<file path="src/rtl/hall_sensor_conditioner.sv">
// Purpose : synchronise, debounce and time an active-low Hall sensor pin.
// Latency : raw step -> hall_sensor_clean after SYNC_STAGES+DEBOUNCE_CYCLES edges;
//           strobes, event_count and period outputs move in that same cycle.
// Backpressure: none; free-running sampled input, outputs are levels/strobes.
//
// Ports:
//   clk, rst             system clock, synchronous active-high reset
//   hall_sensor_raw      asynchronous pin, 0 = magnet present
//   count_clear          synchronous clear of event counter and period state
//   hall_sensor_clean    debounced level, same polarity as the raw pin
//   magnet_present       inverse of hall_sensor_clean
//   detect_pulse         one-cycle strobe on committed 1->0 of the clean level
//   release_pulse        one-cycle strobe on committed 0->1 of the clean level
//   event_count          detect_pulse count, wraps modulo 2^COUNT_WIDTH
//   period_cycles        cycles between the last two counted detects (saturating)
//   period_update        one-cycle strobe when period_cycles loads
//   period_valid         a period has been measured since reset/clear
module hall_sensor_conditioner #(
    parameter int SYNC_STAGES     = 2,
    parameter int DEBOUNCE_CYCLES = 1000,
    parameter int COUNT_WIDTH     = 16,
    parameter int PERIOD_WIDTH    = 24
) (
    input  logic                    clk,
    input  logic                    rst,
    input  logic                    hall_sensor_raw,
    input  logic                    count_clear,
    output logic                    hall_sensor_clean,
    output logic                    magnet_present,
    output logic                    detect_pulse,
    output logic                    release_pulse,
    output logic [COUNT_WIDTH-1:0]  event_count,
    output logic [PERIOD_WIDTH-1:0] period_cycles,
    output logic                    period_update,
    output logic                    period_valid
);

    localparam int QW = $clog2(DEBOUNCE_CYCLES + 1);
    localparam logic [QW-1:0] QUAL_ONE  = {{(QW-1){1'b0}}, 1'b1};
    localparam logic [QW-1:0] QUAL_LAST = QW'(DEBOUNCE_CYCLES - 1);

    localparam logic [COUNT_WIDTH-1:0]  COUNT_ONE  = {{(COUNT_WIDTH-1){1'b0}}, 1'b1};
    localparam logic [PERIOD_WIDTH-1:0] PERIOD_ONE = {{(PERIOD_WIDTH-1){1'b0}}, 1'b1};
    localparam logic [PERIOD_WIDTH-1:0] PERIOD_MAX = {PERIOD_WIDTH{1'b1}};

    typedef enum logic [1:0] {
        STABLE_HIGH = 2'd0,
        QUAL_LOW    = 2'd1,
        STABLE_LOW  = 2'd2,
        QUAL_HIGH   = 2'd3
    } state_t;

    // ------------------------------------------------------------------
    // Synchroniser. Resets to 1 (no magnet) so a pin held low through
    // reset is seen as a fresh falling step once reset releases.
    // ------------------------------------------------------------------
    logic [SYNC_STAGES-1:0] sync_q;
    logic                   sync;

    always_ff @(posedge clk) begin
        if (rst) begin
            sync_q <= '1;
        end else begin
            sync_q <= {sync_q[SYNC_STAGES-2:0], hall_sensor_raw};
        end
    end

    assign sync = sync_q[SYNC_STAGES-1];

    // ------------------------------------------------------------------
    // Debounce FSM. qual_q counts consecutive samples of the opposite
    // level; the commit happens on the sample that makes DEBOUNCE_CYCLES.
    // The clean level and strobes are registered from the committed state,
    // which adds the one edge that makes total latency SYNC+DEBOUNCE.
    // ------------------------------------------------------------------
    state_t        state_q;
    logic [QW-1:0] qual_q;
    logic          clean_q;
    logic          detect_q;
    logic          release_q;

    logic level_d;
    logic detect_d;
    logic release_d;

    // Committed level: qualifying states still present the old level.
    assign level_d   = (state_q == STABLE_HIGH) || (state_q == QUAL_LOW);
    assign detect_d  = clean_q & ~level_d;
    assign release_d = ~clean_q & level_d;

    always_ff @(posedge clk) begin
        if (rst) begin
            state_q   <= STABLE_HIGH;
            qual_q    <= '0;
            clean_q   <= 1'b1;
            detect_q  <= 1'b0;
            release_q <= 1'b0;
        end else begin
            clean_q   <= level_d;
            detect_q  <= detect_d;
            release_q <= release_d;

            case (state_q)
                STABLE_HIGH: begin
                    if (!sync) begin
                        if (DEBOUNCE_CYCLES == 1) begin
                            state_q <= STABLE_LOW;
                        end else begin
                            state_q <= QUAL_LOW;
                            qual_q  <= QUAL_ONE;
                        end
                    end
                end
                QUAL_LOW: begin
                    if (sync) begin
                        // Glitch: abandon without touching the output.
                        state_q <= STABLE_HIGH;
                        qual_q  <= '0;
                    end else if (qual_q == QUAL_LAST) begin
                        state_q <= STABLE_LOW;
                        qual_q  <= '0;
                    end else begin
                        qual_q <= qual_q + QUAL_ONE;
                    end
                end
                STABLE_LOW: begin
                    if (sync) begin
                        if (DEBOUNCE_CYCLES == 1) begin
                            state_q <= STABLE_HIGH;
                        end else begin
                            state_q <= QUAL_HIGH;
                            qual_q  <= QUAL_ONE;
                        end
                    end
                end
                QUAL_HIGH: begin
                    if (!sync) begin
                        state_q <= STABLE_LOW;
                        qual_q  <= '0;
                    end else if (qual_q == QUAL_LAST) begin
                        state_q <= STABLE_HIGH;
                        qual_q  <= '0;
                    end else begin
                        qual_q <= qual_q + QUAL_ONE;
                    end
                end
                default: begin
                    state_q <= STABLE_HIGH;
                    qual_q  <= '0;
                end
            endcase
        end
    end

    // ------------------------------------------------------------------
    // Event counter and period timer. Driven from detect_d so the count
    // and period_update land in the same cycle detect_pulse is visible.
    // The timer holds "cycles since last detect minus one", hence +1 on
    // load; it saturates so a stalled wheel reads as the maximum period.
    // ------------------------------------------------------------------
    logic [COUNT_WIDTH-1:0]  count_q;
    logic [PERIOD_WIDTH-1:0] timer_q;
    logic [PERIOD_WIDTH-1:0] period_q;
    logic                    armed_q;
    logic                    period_upd_q;
    logic                    period_vld_q;

    logic                    timer_sat;
    logic [PERIOD_WIDTH-1:0] period_d;

    assign timer_sat = (timer_q == PERIOD_MAX);
    assign period_d  = timer_sat ? PERIOD_MAX : (timer_q + PERIOD_ONE);

    always_ff @(posedge clk) begin
        if (rst || count_clear) begin
            // A detect coinciding with count_clear is deliberately dropped.
            count_q      <= '0;
            timer_q      <= '0;
            period_q     <= '0;
            armed_q      <= 1'b0;
            period_upd_q <= 1'b0;
            period_vld_q <= 1'b0;
        end else begin
            period_upd_q <= 1'b0;
            if (armed_q && !timer_sat) begin
                timer_q <= timer_q + PERIOD_ONE;
            end
            if (detect_d) begin
                count_q <= count_q + COUNT_ONE;
                timer_q <= '0;
                if (armed_q) begin
                    period_q     <= period_d;
                    period_upd_q <= 1'b1;
                    period_vld_q <= 1'b1;
                end else begin
                    // First detect after reset/clear only starts timing.
                    armed_q <= 1'b1;
                end
            end
        end
    end

    assign hall_sensor_clean = clean_q;
    assign magnet_present    = ~clean_q;
    assign detect_pulse      = detect_q;
    assign release_pulse     = release_q;
    assign event_count       = count_q;
    assign period_cycles     = period_q;
    assign period_update     = period_upd_q;
    assign period_valid      = period_vld_q;

endmodule

</file>
<file path="config.mk">
export PLATFORM = sky130hd
export DESIGN_NAME = hall_sensor_conditioner
export DESIGN_NICKNAME = d
export VERILOG_FILES = /design/src/rtl/hall_sensor_conditioner.sv
export SDC_FILE = /design/constraint.sdc
export NUM_CORES = 1
export LEC_CHECK = 0
export ABC_AREA = 1
export CORE_MARGIN = 1
export CORE_UTILIZATION = 28
export DETAILED_ROUTE_END_ITERATION = 7
export DONT_BUFFER_PORTS = 1
export HOLD_SLACK_MARGIN = 0.15
export REMOVE_ABC_BUFFERS = 1
export SYNTH_ARGS = -nofsm -noshare
export SYNTH_HDL_FRONTEND = slang
export SYNTH_SLANG_ARGS = --single-unit
</file>
<file path="constraint.sdc">
create_clock -name clk -period 3 [get_ports clk]
set_clock_uncertainty 0.05 [all_clocks]
set_input_delay 0 -clock clk [delete_from_list [all_inputs] [get_ports clk]]
set_output_delay 0 -clock clk [all_outputs]
set_load 0.1 [all_outputs]
</file>
# Word-level counts from Yosys, hierarchy flattened
# Index checks and enable logic that the tools add are counted.
[totals]
register_bits = 84
input_bits = 4
out_inout_bits = 46
[op_classes]
bitwise_logic = 5
mux = 15
n_eq_ne = 9
addsub = 3
reduce_logical = 10
[op_table]
columns = ["operator", "n"]
rows = [
  ["2-to-1 mux 10 bit", 5],
  ["case mux 10 bit (4 select lines)", 1],
  ["adder 24 x 1 -> 24 bit, second input constant", 1],
  ["equality test 24 bit, second input constant", 1],
  ["2-to-1 mux 24 bit", 1],
  ["adder 16 x 1 -> 16 bit, second input constant", 1],
  ["2-to-1 mux 2 bit", 6],
  ["adder 10 x 1 -> 10 bit, second input constant", 1],
  ["equality test 10 bit, second input constant", 1],
  ["case mux 2 bit (4 select lines)", 1],
  ["equality test 2 bit, second input constant", 2],
  ["!= test 2 bit, second input constant", 2],
  ["AND reduction 2 bit", 2],
  ["AND reduction 4 bit", 1],
  ["OR reduction 2 bit", 2],
  ["!= test 3 x 2 -> 1 bit, second input constant", 1],
  ["!= test 3 bit, second input constant", 1],
  ["inverter 1 bit", 3],
  ["AND 1 bit", 2],
  ["equality test 2 x 1 -> 1 bit, second input constant", 1],
  ["logical NOT 2 bit", 1],
  ["logical OR 1 bit", 2],
  ["logical AND 1 bit", 1],
  ["logical NOT 1 bit", 1],
  ["2-to-1 mux 1 bit", 1],
]

# Longest topological paths before layout
[depth]
word_depth = 6
mapped_depth = 11

# Least setup slack after synthesis
# OpenSTA, ideal clock, no wires.
[synth_timing]
path_kind = "register to register"
from = "reg count_q[1] (netlist: event_count[1])"
to = "reg count_q[14] (netlist: event_count[14])"
stages_incl_launch_ff = 9
arrival_time_ns = 2.030
synth_period_minus_slack_ns = 2.199
required_ns = 2.831
n_path_buf = 0
path_slack_ns = 0.801
cell_sequence = "dfxtp_1 -> ha_1 -> inv_1 -> nor3_1 -> nand3b_1 -> nor2_1 -> nand3_1 -> nand2_1 -> nor2_1"
[synth_via]
elab_chain_len = 1
[synth_rtl]
columns = ["element", "line", "source"]
rows = [
  ["start, declared", "161", "logic [COUNT_WIDTH-1:0] count_q;"],
  ["start signal, assigned", "189", "count_q <= count_q + COUNT_ONE;"],
  ["adder 16 x 1 -> 16 bit", "189", ""],
]
# No other way between the ends.
# A chain may end at the register's enable or synchronous reset.

==> results.cfg <==
[status]
status = finished with violations
violations = DRC

[worst_setup_path]
reg2reg_to = period_cycles[22]$_SDFFE_PP0P_
crit_cells = 5
cp.buffers_inverters = 0
cpMostUsedCell = nor2_1
worstPathRequired_ns = 3.19
crit_slowest_cell = nor2_2
worstPathMaxFanout = 15
path_class = flip-flop to flip-flop
r2r_cells = 5
max_stage_delay_ns = 0.61
path_delay_family = simple AND/OR/NAND/NOR gates
cp-end-kind = flip-flop
crit_arrival_ns = 2.21
reg2reg_slack_ns = 0.98
startpoint_type = flip-flop
crit_chain = nand2_1, nor2_2, nand2_2, nor2_1, nor2_1

[logic_synthesis]
synthMuxAreaShare_pct = 0
synthSimpleGateAreaFrac_pct = 39.2
synth_area_leaders = dfxtp_1 (40%), nand2_1 (15%), nor2_1 (10%), inv_1 (5.8%), nand3_1 (4.4%)
async_flop_share_pct = 0
synth_edf_count = 0
synth.distinct_cells = 38
synth_common_cells = nand2_1 (175), nor2_1 (117), dfxtp_1 (84)
avgSynthCellArea_um2 = 6.68
yosysMostFrequentCell = nand2_1
synthXorXnorAreaFrac_pct = 1.65
synth_fa_ha_area_share_pct = 0.883
yosysWarnings = 0
synth_top_family_by_area = simple AND/OR/NAND/NOR gates
yosysSeqAreaShare_pct = 39.6
synth-compound-area-share_pct = 10.4
synth_ff_type = dfxtp_1
yosys.area.top_type_share_pct = 39.6
synth_area_mm2 = 0.00425
postSynthCellCount = 636
synth-seq-cells = 84
synth_top_area_cell = dfxtp_1

[die]
std_cell_rows = 44
coreArea_mm2 = 0.0147
die_w_um = 125
die_area_mm2 = 0.0157
pin_count = 50
fp.dieH_um = 125
start_util_pct = 28.9

[global_route]
grt_pass1_wl_um = 17300
antenna_found_initial = 0
gr-total-overflow = 0
grt_pass1_vias = 3672
grt_max_degree = 34
gr-usage-all-layers_pct = 13.7

[placement]
portBuffers = 0
post-place-ws_ns = 0.947
dpl.hpwl_um = 7220
gp_congestion = 0.810
placed_area_mm2 = 0.00473

[drt]
routedWlPerCell_um = 11.5
ant_nets = 0
wirelength_um = 10000
first_iter_violations = 194
drcViolationCount = 12
vias_per_cell = 4.42
drt_pass1_iterations = 7
vias = 3843

[power_and_ir_drop]
p_per_area_mw_per_mm2 = 483
totalPowerFinal_w = 0.00245
leakage_nw = 2.10
vdd_drop_max_mv = 0.305

[timing]
hold_viol_final = 0
finalSetupViolCount = 0
clock.fmax_ghz = 0.494
setup_slack_ns = 0.976
finalCritPeriodShare_pct = 67.5
min_period_ns = 2.02
maxSlewViolCount = 0
fin_setup_tns_ns = 0
rsz0062_at_grt = no
tightest_slew_ns = 0.936
relSlewSlack_pct = 37.5

[min_path]
min_to = sync_q[0]$_SDFF_PP1_
hold_start = hall_sensor_raw
hp-class = input port to flip-flop
whs_path_depth = 2

[cells_and_area]
num_antenna_cells = 0
syn2layout_area_growth_pct = 19.2
final_area_mm2 = 0.00506
drive_gt1_share_pct = 12.8
nets = 688
fillers = 1568

[clock_tree]
cts_root_buf = clkbuf_16
clk_path_buf_depth = 2
numCtsBuffers = 9
clk_pin_slew_ns = 0.06
clock_latency_ns = 0.35
cts_tree = done
cts_max_level = 3
postCtsSetupBuffers = 0
cts_sinks = 84

[run]
drv_cap = 0
-- report_power, final --
group          internal [W]  switching [W]
clock network      0.000670       0.000461
logic             0.0000403       0.000114
registers           0.00113      0.0000288
-- metal layers --
| layer | global-route usage [%] | vias to the layer above | wire length, um | part of all wire [%] |
|---|---|---|---|---|
| li1 | - | 2099 | - | - |
| met1 | 17.2 | 1661 | 5000 | 50 |
| met2 | 22.1 | 73 | 4310 | 43 |
| met3 | 5.01 | 10 | 594 | 5.9 |
| met4 | 4.16 | 0 | 112 | 1.1 |
| met5 | 0 | - | 0 | 0 |
-- layout make-up --
type / instances / area [um2] / share of cell area, %
repair buffers: 49 / 375 / 7.41
well taps: 184 / 230 / 4.55
clock buffers: 11 / 243 / 4.79
multi-input cells: 468 / 2210 / 43.7
clock inverters: 5 / 61.3 / 1.21
inverters: 69 / 259 / 5.11
flip-flops and latches: 84 / 1680 / 33.2
-- per-stage QoR --
stage               util [%]  cells  hold slack (ns)
floorplan                  -    621           0.0191
global placement        32.2    851           0.0214
detailed placement      32.2    851           0.0254
CTS                     34.5    870            0.222
global route            34.5    870            0.242
finish                  34.5    870            0.240
-- cells in the final DEF (no fill, tap or decap), types with 5 or more instances in the layout --
master       n
o21ai_0     34
a21oi_1     26
nor3_1       7
nor2_1     117
nand3_1     37
nand2_1    175
nor2_4       6
clkbuf_16    9
inv_1       66
buf_4       46
o21a_1      11
nand3b_1     5
nor2_2       7
nand2_2      6
dfxtp_1     84
nand4_1      7
-- worst max-delay path by stage --
stage                                                end  slack, ns
final                     period_cycles[22]$_SDFFE_PP0P_       0.98
after global routing       period_cycles[0]$_SDFFE_PP0P_       0.67
after CTS                 period_cycles[23]$_SDFFE_PP0P_       0.93
after detailed placement  period_cycles[23]$_SDFFE_PP0P_       0.95
after global placement           timer_q[3]$_SDFFE_PP0P_       1.02
after floorplan            period_cycles[0]$_SDFFE_PP0P_       0.23
-- state kept, by name, indices dropped and copies added (netlist names), named ones only --
| name | cells |
|---|---|
| armed_q | 1 |
| event_count | 16 |
| detect_pulse | 1 |
| sync_q | 2 |
| hall_sensor_clean | 1 |
| release_pulse | 1 |
| period_cycles | 24 |
| period_valid | 1 |
| qual_q | 10 |
| period_update | 1 |
| timer_q | 24 |
| state_q | 1 |
-- repair_timing --
item	4_1_cts	5_1_grt
gates resized for setup	0	0
endpoints found under the setup margin	0	0
hold buffers	3	0
hold endpoints to repair	52	0
-- logic make-up after synthesis --
logic type	after synthesis
XOR/XNOR	8
AND/OR/NAND/NOR	378
AO/OA/AOI/OAI	79
flip-flops	84
adder cells (fa/ha/maj)	3
buffers and inverters	84
(Power assumes the default switching activity.)
